File: config.mk
export PLATFORM = sky130hd
export DESIGN_NAME = program_loader_flat
export DESIGN_NICKNAME = d
export VERILOG_FILES = /design/src/rtl/mips_pkg.sv /design/src/rtl/program_loader_if.sv /design/src/rtl/byte_packer.sv /design/src/rtl/program_loader.sv /design/src/flat_wrapper.sv
export SDC_FILE = /design/constraint.sdc
export NUM_CORES = 1
export LEC_CHECK = 0
export CORE_MARGIN = 2
export CORE_UTILIZATION = 50
export DETAILED_ROUTE_END_ITERATION = 12
export PLACE_DENSITY = 0.86
export SYNTH_ARGS = -nofsm -noshare
export SYNTH_HDL_FRONTEND = slang
export SYNTH_HIERARCHICAL = 1
export SYNTH_SLANG_ARGS = --single-unit
File: constraint.sdc
create_clock -name CLK -period 2.1 [get_ports CLK]
set_clock_uncertainty 0.2 [all_clocks]
set_input_delay 0.42 -clock CLK [delete_from_list [all_inputs] [get_ports CLK]]
set_output_delay 0.42 -clock CLK [all_outputs]
set_load 0.02 [all_outputs]
File: src/rtl/mips_pkg.sv
// Shared definitions for the boot-time program loader that sits in front of
// single_cycle_processor.
//   loader_state_t : loader FSM encoding (3-bit)
//   WORD_BYTES     : bytes per instruction word
//   INSTR_WIDTH    : instruction word width
//   BYTE_CNT_W     : width of the byte-within-word counter
package mips_pkg;

    localparam int WORD_BYTES  = 4;
    localparam int INSTR_WIDTH = 32;
    localparam int BYTE_CNT_W  = $clog2(WORD_BYTES);

    typedef enum logic [2:0] {
        S_IDLE    = 3'd0,
        S_LOAD    = 3'd1,
        S_WRITE   = 3'd2,
        S_RELEASE = 3'd3,
        S_RUN     = 3'd4
    } loader_state_t;

endpackage

File: src/rtl/program_loader_if.sv
// Bus bundle between the host byte stream, the loader and the processor.
//   START/LEN                 : load request (LEN in words, sampled on START)
//   RX_DATA/RX_VALID/RX_READY : program byte stream handshake
//   IM_WE/IM_ADDR/IM_WDATA    : instruction-memory write port
//   PCRRST/RFRST/DMRST        : processor resets (active-high)
//   BUSY/DONE                 : loader status
// Modports: slave = the loader, master = host / processor side.
interface program_loader_if #(
    parameter int ADDR_WIDTH = 8
);
    import mips_pkg::*;

    logic                   START;
    logic [ADDR_WIDTH:0]    LEN;
    logic [7:0]             RX_DATA;
    logic                   RX_VALID;
    logic                   RX_READY;
    logic                   IM_WE;
    logic [ADDR_WIDTH-1:0]  IM_ADDR;
    logic [INSTR_WIDTH-1:0] IM_WDATA;
    logic                   PCRRST;
    logic                   RFRST;
    logic                   DMRST;
    logic                   BUSY;
    logic                   DONE;

    modport slave (
        input  START, LEN, RX_DATA, RX_VALID,
        output RX_READY, IM_WE, IM_ADDR, IM_WDATA,
        output PCRRST, RFRST, DMRST, BUSY, DONE
    );

    modport master (
        output START, LEN, RX_DATA, RX_VALID,
        input  RX_READY, IM_WE, IM_ADDR, IM_WDATA,
        input  PCRRST, RFRST, DMRST, BUSY, DONE
    );

endinterface

File: src/rtl/byte_packer.sv
// Packs a byte stream big-endian into 32-bit words.
//   CLK, RSTN   : clock, asynchronous active-low reset
//   i_clear     : restart the byte count (new load)
//   i_accept    : a byte is transferred this cycle
//   i_byte      : the byte
//   o_word_done : this accept completes a word
//   o_word      : shift register contents (first byte ends up in [31:24])
module byte_packer
    import mips_pkg::*;
(
    input  logic                   CLK,
    input  logic                   RSTN,
    input  logic                   i_clear,
    input  logic                   i_accept,
    input  logic [7:0]             i_byte,
    output logic                   o_word_done,
    output logic [INSTR_WIDTH-1:0] o_word
);

    logic [BYTE_CNT_W-1:0]  r_cnt;
    logic [INSTR_WIDTH-1:0] r_word;

    always_ff @(posedge CLK or negedge RSTN) begin
        if (!RSTN) begin
            r_cnt  <= '0;
            r_word <= '0;
        end else begin
            // The counter wraps naturally from the last byte back to zero.
            if (i_clear) begin
                r_cnt <= '0;
            end else if (i_accept) begin
                r_cnt <= r_cnt + 1'b1;
            end
            if (i_accept) begin
                r_word <= {r_word[INSTR_WIDTH-9:0], i_byte};
            end
        end
    end

    assign o_word_done = i_accept && (r_cnt == BYTE_CNT_W'(WORD_BYTES - 1));
    assign o_word      = r_word;

endmodule

File: src/rtl/program_loader.sv
// Boot loader for single_cycle_processor: receives a program as bytes,
// writes 32-bit big-endian words into instruction memory, then releases the
// processor resets in the order DMRST, RFRST, PCRRST (PC starts last).
//   CLK, RSTN : clock, asynchronous active-low reset
//   bus       : program_loader_if.slave (stream in, IM write, resets, status)
module program_loader
    import mips_pkg::*;
#(
    parameter int ADDR_WIDTH  = 8,
    parameter int RELEASE_GAP = 4
) (
    input  logic             CLK,
    input  logic             RSTN,
    program_loader_if.slave  bus
);

    localparam int DEPTH = 2 ** ADDR_WIDTH;
    localparam int REL_W = $clog2(2 * RELEASE_GAP + 1);

    loader_state_t          r_state;
    loader_state_t          w_next_state;
    logic [ADDR_WIDTH-1:0]  r_word_idx;
    logic [ADDR_WIDTH-1:0]  r_last_idx;
    logic [REL_W-1:0]       r_rel_cnt;

    logic                   w_start_ok;
    logic                   w_accept;
    logic                   w_word_done;
    logic [INSTR_WIDTH-1:0] w_word;
    logic [ADDR_WIDTH-1:0]  w_last_idx;

    logic w_rx_ready, w_im_we, w_busy, w_done;
    logic w_pcrrst, w_rfrst, w_dmrst;

    assign w_start_ok = bus.START && ((r_state == S_IDLE) || (r_state == S_RUN));
    assign w_accept   = bus.RX_VALID && (r_state == S_LOAD);

    // Storing LEN-1 handles the clamp for free: LEN == DEPTH truncates to
    // all-ones, anything above is forced there too.
    assign w_last_idx = (bus.LEN >= (ADDR_WIDTH + 1)'(DEPTH)) ? '1
                                                              : ADDR_WIDTH'(bus.LEN - 1'b1);

    byte_packer u_packer (
        .CLK         (CLK),
        .RSTN        (RSTN),
        .i_clear     (w_start_ok),
        .i_accept    (w_accept),
        .i_byte      (bus.RX_DATA),
        .o_word_done (w_word_done),
        .o_word      (w_word)
    );

    always_ff @(posedge CLK or negedge RSTN) begin
        if (!RSTN) begin
            r_state    <= S_IDLE;
            r_word_idx <= '0;
            r_last_idx <= '0;
            r_rel_cnt  <= '0;
        end else begin
            r_state <= w_next_state;
            if (w_start_ok) begin
                r_word_idx <= '0;
                r_last_idx <= w_last_idx;
            end else if ((r_state == S_WRITE) && (w_next_state == S_LOAD)) begin
                r_word_idx <= r_word_idx + 1'b1;
            end
            r_rel_cnt <= (r_state == S_RELEASE) ? r_rel_cnt + 1'b1 : '0;
        end
    end

    always_comb begin
        w_next_state = r_state;
        w_rx_ready   = 1'b0;
        w_im_we      = 1'b0;
        w_busy       = 1'b0;
        w_done       = 1'b0;
        w_pcrrst     = 1'b1;
        w_rfrst      = 1'b1;
        w_dmrst      = 1'b1;
        case (r_state)
            S_IDLE: begin
                if (bus.START) begin
                    w_next_state = (bus.LEN == '0) ? S_RELEASE : S_LOAD;
                end
            end
            S_LOAD: begin
                w_rx_ready = 1'b1;
                w_busy     = 1'b1;
                if (w_word_done) begin
                    w_next_state = S_WRITE;
                end
            end
            S_WRITE: begin
                w_im_we      = 1'b1;
                w_busy       = 1'b1;
                w_next_state = (r_word_idx == r_last_idx) ? S_RELEASE : S_LOAD;
            end
            S_RELEASE: begin
                // DMRST drops on entry, RFRST after one gap, PCRRST (and RUN)
                // after a second gap.
                w_busy  = 1'b1;
                w_dmrst = 1'b0;
                w_rfrst = (r_rel_cnt < REL_W'(RELEASE_GAP));
                if (r_rel_cnt == REL_W'(2 * RELEASE_GAP - 1)) begin
                    w_next_state = S_RUN;
                end
            end
            S_RUN: begin
                w_done   = 1'b1;
                w_pcrrst = 1'b0;
                w_rfrst  = 1'b0;
                w_dmrst  = 1'b0;
                if (bus.START) begin
                    w_next_state = (bus.LEN == '0) ? S_RELEASE : S_LOAD;
                end
            end
            default: w_next_state = S_IDLE;
        endcase
    end

    assign bus.RX_READY = w_rx_ready;
    assign bus.IM_WE    = w_im_we;
    assign bus.IM_ADDR  = r_word_idx;
    assign bus.IM_WDATA = w_word;
    assign bus.PCRRST   = w_pcrrst;
    assign bus.RFRST    = w_rfrst;
    assign bus.DMRST    = w_dmrst;
    assign bus.BUSY     = w_busy;
    assign bus.DONE     = w_done;

endmodule

File: src/flat_wrapper.sv
// flat-port wrapper written by rule: the top's interface ports become plain ports
module program_loader_flat import mips_pkg::*;
#(
    parameter int ADDR_WIDTH  = 8,
    parameter int RELEASE_GAP = 4
)
  (CLK, RSTN, bus_START, bus_LEN, bus_RX_DATA, bus_RX_VALID, bus_RX_READY, bus_IM_WE, bus_IM_ADDR, bus_IM_WDATA, bus_PCRRST, bus_RFRST, bus_DMRST, bus_BUSY, bus_DONE);
  program_loader_if #(.ADDR_WIDTH(ADDR_WIDTH)) bus_i ();
  input  logic CLK;
  input  logic RSTN;
  input wire logic [$bits(bus_i.START)-1:0] bus_START;
  input wire logic [$bits(bus_i.LEN)-1:0] bus_LEN;
  input wire logic [$bits(bus_i.RX_DATA)-1:0] bus_RX_DATA;
  input wire logic [$bits(bus_i.RX_VALID)-1:0] bus_RX_VALID;
  output wire logic [$bits(bus_i.RX_READY)-1:0] bus_RX_READY;
  output wire logic [$bits(bus_i.IM_WE)-1:0] bus_IM_WE;
  output wire logic [$bits(bus_i.IM_ADDR)-1:0] bus_IM_ADDR;
  output wire logic [$bits(bus_i.IM_WDATA)-1:0] bus_IM_WDATA;
  output wire logic [$bits(bus_i.PCRRST)-1:0] bus_PCRRST;
  output wire logic [$bits(bus_i.RFRST)-1:0] bus_RFRST;
  output wire logic [$bits(bus_i.DMRST)-1:0] bus_DMRST;
  output wire logic [$bits(bus_i.BUSY)-1:0] bus_BUSY;
  output wire logic [$bits(bus_i.DONE)-1:0] bus_DONE;
  assign bus_i.START = bus_START;
  assign bus_i.LEN = bus_LEN;
  assign bus_i.RX_DATA = bus_RX_DATA;
  assign bus_i.RX_VALID = bus_RX_VALID;
  assign bus_RX_READY = bus_i.RX_READY;
  assign bus_IM_WE = bus_i.IM_WE;
  assign bus_IM_ADDR = bus_i.IM_ADDR;
  assign bus_IM_WDATA = bus_i.IM_WDATA;
  assign bus_PCRRST = bus_i.PCRRST;
  assign bus_RFRST = bus_i.RFRST;
  assign bus_DMRST = bus_i.DMRST;
  assign bus_BUSY = bus_i.BUSY;
  assign bus_DONE = bus_i.DONE;
  program_loader #(.ADDR_WIDTH(ADDR_WIDTH), .RELEASE_GAP(RELEASE_GAP)) u_core (.CLK(CLK), .RSTN(RSTN), .bus(bus_i));
endmodule
# ---- Word-level counts from Yosys, hierarchy flattened
# Cells that the tools add are included.
dict set report word_totals {
  ff_bits 57
  out_inout_bits 47
}
dict set report op_classes {
  n_eq_ne 8
  addsub 4
  n_lt_le_gt_ge 2
  reduce_logical 12
  muxes 19
}
# cell count
set op_table {}
lappend op_table {{two-way mux 8 bit} 3}
lappend op_table {{case mux 3 bit (4 select lines)} 1}
lappend op_table {{greater-or-equal comparator 9 bit, second input constant} 1}
lappend op_table {{zero test 9 bit} 1}
lappend op_table {{two-way mux 3 bit} 3}
lappend op_table {{adder 8 x 1 -> 8 bit, second input constant} 1}
lappend op_table {{equality test 8 bit} 1}
lappend op_table {{two-way mux 2 bit} 4}
lappend op_table {{subtractor 8 x 1 -> 8 bit, second input constant} 1}
lappend op_table {{equality test 3 x 1 -> 1 bit, second input constant} 2}
lappend op_table {{equality test 3 x 2 -> 1 bit, second input constant} 2}
lappend op_table {{two-way mux 1 bit} 6}
lappend op_table {{adder 4 x 1 -> 4 bit, second input constant} 1}
lappend op_table {{equality test 4 x 3 -> 1 bit, second input constant} 1}
lappend op_table {{logical AND 1 bit} 4}
lappend op_table {{< comparator 4 x 3 -> 1 bit, second input constant} 1}
lappend op_table {{two-way mux 4 bit} 1}
lappend op_table {{nonzero test 2 bit} 2}
lappend op_table {{OR reduction 2 bit} 2}
lappend op_table {{equality test 3 bit, second input constant} 1}
lappend op_table {{zero test 3 bit} 1}
lappend op_table {{OR reduction 3 bit} 1}
lappend op_table {{adder 2 x 1 -> 2 bit, second input constant} 1}
lappend op_table {{equality test 2 bit, second input constant} 1}
lappend op_table {{2 further kinds} 2}

# ---- Longest topological paths before layout
dict set report logic_depth {
  ltp_word 9
  mapped_depth 9
}

# ---- By module
# Netlist, hierarchy kept.
# mod n_inst cells_per_inst seq_area_each_um2 area_per_inst_um2
set by_module_without_submodules {}
lappend by_module_without_submodules {byte_packer 1 76 850.8 1428.9}
lappend by_module_without_submodules {program_loader 1 145 575.6 1403.8}

# ---- Worst setup path before layout
# No wires, ideal clock.
dict set report synth_path {
  kind {reg-to-reg}
  start {reg u_core.r_state[1]}
  end {reg u_core.r_state[0]}
  slack_ns -0.242
  setup_time_ns 0.128
  path_buffers 3
  arrival_ns 2.014
  stages_incl_launch_ff 10
  required_ns 1.772
  path_cell_list {dfrtp_1 buf_6 nor3b_1 and2_1 buf_6 buf_12 and2_1 nor2_1 a22oi_1 o22ai_1}
}
dict set report synth_via {
  elab_chain_cells 5
  elab_cells_between_ends 10
}
# element line
set synth_lines {}
lappend synth_lines {{start, declared} program_loader.sv:20} ;# loader_state_t r_state;
lappend synth_lines {{start signal, assigned} program_loader.sv:60} ;# r_state <= w_next_state;
lappend synth_lines {{equality test 3 x 1 -> 1 bit} program_loader.sv:36} ;# assign w_accept = bus.RX_VALID && (r_state == S_LOAD);
lappend synth_lines {{logical AND 1 bit} program_loader.sv:36}
lappend synth_lines {{net u_core.w_accept} program_loader.sv:27} ;# logic w_accept;
lappend synth_lines {{logical AND 1 bit} byte_packer.sv:40} ;# assign o_word_done = i_accept && (r_cnt == BYTE_CNT_W'(WORD_BYTES - 1));
lappend synth_lines {{net u_core.w_word_done} program_loader.sv:28} ;# logic w_word_done;
lappend synth_lines {{two-way mux 3 bit} program_loader.sv:89} ;# if (w_word_done) begin
lappend synth_lines {{case mux 3 bit (4 select lines)} program_loader.sv:80} ;# case (r_state)
lappend synth_lines {{net u_core.w_next_state[0]} program_loader.sv:21} ;# loader_state_t w_next_state;
# The timed path passes the listed nets, and every way through them passes these cells.
# A chain may end at the register's enable or synchronous reset.

# ---- Final worst setup path
dict set report layout_path {
  start {reg u_core.r_state[1]}
  end {out bus_RFRST}
}
dict set report layout_via {
  elab_chain_cells 2
  elab_cells_between_ends 3
}
# element line
set layout_lines {}
lappend layout_lines {{equality test 3 bit or equality test 3 x 2 -> 1 bit (tied branches)} program_loader.sv:80}
lappend layout_lines {{case mux 1 bit (2 select lines) *} program_loader.sv:80}
lappend layout_lines {{end, declared} flat_wrapper.sv:20} ;# output wire logic [$bits(bus_i.RFRST)-1:0] bus_RFRST;
# Every way passes the cells marked *; elsewhere a longest branch is shown, timed or not.

==> impl_metrics.toml <==
[sta]
worst_hold_slack_ns = 0.2578
setup_viol = 0
fin_tns_setup_ns = 0
fin_ws_ns = 0.05598
max_freq_mhz = 489.2
tightest_slew_ns = 0.5728
hold_violations = 0
rsz0062_at_grt = "yes"
maxSlewViolCount = 0
layout_worst_path_cycle_share_pct = 97.33
fin_crit_ns = 2.044
maxSlewHeadroom_pct = 61.53

[global_routing]
grt_util_met3_pct = 4.091
antenna_found_initial = 0
grt_first_pass_wirelength_um = 9611
met1_usage_pct = 24.66
grt.overflow.total = 0
grt_max_degree = 58
grt_pass1_vias = 2051
grtUsageTotal_pct = 20.10
use_met2_pct = 33.14
top_usage_layer = "met2"

[logic_synthesis]
syn_inst = 221
syn_avg_cell_area_um2 = 12.82
ys_seq_elements = 57
syn-cell-area_mm2 = 0.002833
ys.flop_type = "dfrtp_1"
ys_warn_count = 6
ys_types = 36
synthArstFlopShare_pct = 100.0
synth_edf_count = 0
synth_nets = 247
yosysSeqAreaShare_pct = 50.35

[setup_path]
cp_max_fo = 5
critPathKind = "register to primary output"
start_kind = "register"
cp-end-kind = "primary output"
crit_required_ns = 1.48
arrival_ns = 1.42

[placed_design]
placed_area_mm2 = 0.003622
dp_hpwl_um = 4185
dpl.cell_count = 367
dp_slack_ns = -0.01767
gp_congestion = 0.7925
port_buffers = 67

[floorplanning]
fp.dieH_um = 79.27
die_x_um = 79.27
boundaryPins = 68
rows = 27
start_util_pct = 51.76
die_area_mm2 = 0.006284
coreArea_mm2 = 0.005473

[layout]
mostFrequentLayoutCells = "clkdlybuf4s50_1 (55), dfrtp_1 (55), mux2_4 (27), nor2_1 (18), buf_4 (16)"
drive_gt1_share_pct = 26.67
final_cells = 387
n_antenna_cell = 0
finalNetCount = 336
syn_to_final_growth_pct = 37.54
final_area_mm2 = 0.003896

[detailed_routing]
dr.pass1.iters = 4
drt_iter0_drc = 108
vias = 2000
drc_errors = 0
wl_um = 5850
viasPerCell = 5.168
wl_per_cell_um = 15.12
ant_nets = 0

[power_and_ir_drop]
ir_drop_uv = 1067
leakage_nw = 1.784
power_density_mw_per_mm2 = 1456

[cts]
h-tree-depth = 3
clock_sinks = 57
clk_pin_slew_ns = 0.07
cts_buffers = 9
cts_tree = "built"
cts.path.max_buffers = 2
cts-root-buf = "clkbuf_8"
clk_latency_ns = 0.33

[worst_hold_path]
hold_class = "register to register"

[status]
status = "complete, no violations"

[run]
maxCapViolCount = 0
metal layers:
metal	wire, µm	vias up
met3	266	15
met1	2548	981
met5	0	-
met2	2902	60
met4	133	0
li1	-	944
what timing repair did:
action | 4_1_cts | 5_1_grt
endpoints found under the setup margin | 10 | 12
hold endpoints to repair | 57 | 0
gates resized for setup | 19 | 10
setup buffers | 0 | 3
hold buffers | 1 | 0
gates cloned | 0 | 0
pin swaps | 1 | 1
stage by stage:
step	utilization, %	power, mW
finish	71.19	5.672
global route	71.19	5.970
CTS	70.78	5.715
detailed placement	66.19	4.436
global placement	66.19	4.337
floorplan	-	3.428
synthesized netlist by cell type (2+ instances only):
master | number | share of area (%)
and4_2 | 2 | 0.71
nand2_1 | 14 | 1.9
nor3_1 | 2 | 0.35
nor4_4 | 2 | 1.5
a31oi_1 | 3 | 0.66
mux2i_1 | 10 | 3.5
buf_12 | 3 | 2.1
xor2_1 | 12 | 3.7
mux2_2 | 5 | 2.0
and2_1 | 3 | 0.66
nor3b_1 | 2 | 0.53
nor2_1 | 19 | 2.5
o22ai_1 | 2 | 0.44
ha_1 | 5 | 2.2
inv_2 | 2 | 0.27
a21oi_1 | 10 | 1.8
dfrtp_1 | 57 | 50
nand3_1 | 9 | 1.6
nand2b_1 | 3 | 0.66
xnor2_1 | 5 | 1.5
inv_1 | 5 | 0.66
mux2_4 | 27 | 14
nand4_1 | 2 | 0.44
a22oi_1 | 2 | 0.53
buf_6 | 4 | 1.6
final cells by class:
type                            count  area (µm²)
Clock inverter                      4       98.84
Multi-Input combinational cell    148        1282
Tap cell                           72       90.09
Sequential cell                    57        1429
Inverter                            8       30.03
Timing Repair Buffer               86       810.8
Fill cell                         409        1577
Clock buffer                       12       155.1
state kept, by name, indices dropped and copies added (netlist names):
signal                  flops
u_core/u_packer/r_cnt       2
u_core/r_state              3
u_core/bus.IM_ADDR          8
u_core/r_rel_cnt            4
u_core/r_last_idx           8
u_core/u_packer/o_word     32
where the power goes:
part | leakage, nW | total (mW) | internal (mW) | switching (mW)
sequential | 0.683 | 1.92 | 1.55 | 0.368
clock | 0.127 | 1.27 | 0.856 | 0.417
combinational | 0.974 | 2.48 | 1.37 | 1.11
total | 1.78 | 5.67 | 3.78 | 1.90
kinds of logic after synthesis:
kind of cell	count (synthesis)	share of synthesized area [%]
fa+ha+maj	5	2.208
xor+xnor	17	5.256
compound gates	20	4.947
flops	57	50.35
mux	42	19.83
buf+inv	16	4.947
simple gates	64	12.46
critical path, stage by stage, from the launching register on:
cell and delay (ns):
dfrtp_1 0.43, nor2_2 0.19, a21oi_1 0.10, or2_1 0.22
buf_2 0.15
worst paths after layout:
| kind | startpoint | endpoint | slack [ns] | cells after the start |
|---|---|---|---|---|
| worst min register to register | u_core/r_rel_cnt[0] | u_core/r_rel_cnt[0] | 0.26 | 1 |
| worst max-delay path | u_core/r_state[1] | bus_RFRST | 0.06 | 4 |
| worst max register to register | u_core/bus.IM_ADDR[1] | u_core/bus.IM_ADDR[7] | 0.09 | 6 |
| worst min-delay path | u_core/r_rel_cnt[0] | u_core/r_rel_cnt[0] | 0.26 | 1 |
| min in group asynchronous | RSTN | u_core/u_packer/o_word[28] | 0.43 | 3 |
| max in group asynchronous | RSTN | u_core/bus.IM_ADDR[2] | 1.00 | 3 |
(Power assumes the default switching activity.)
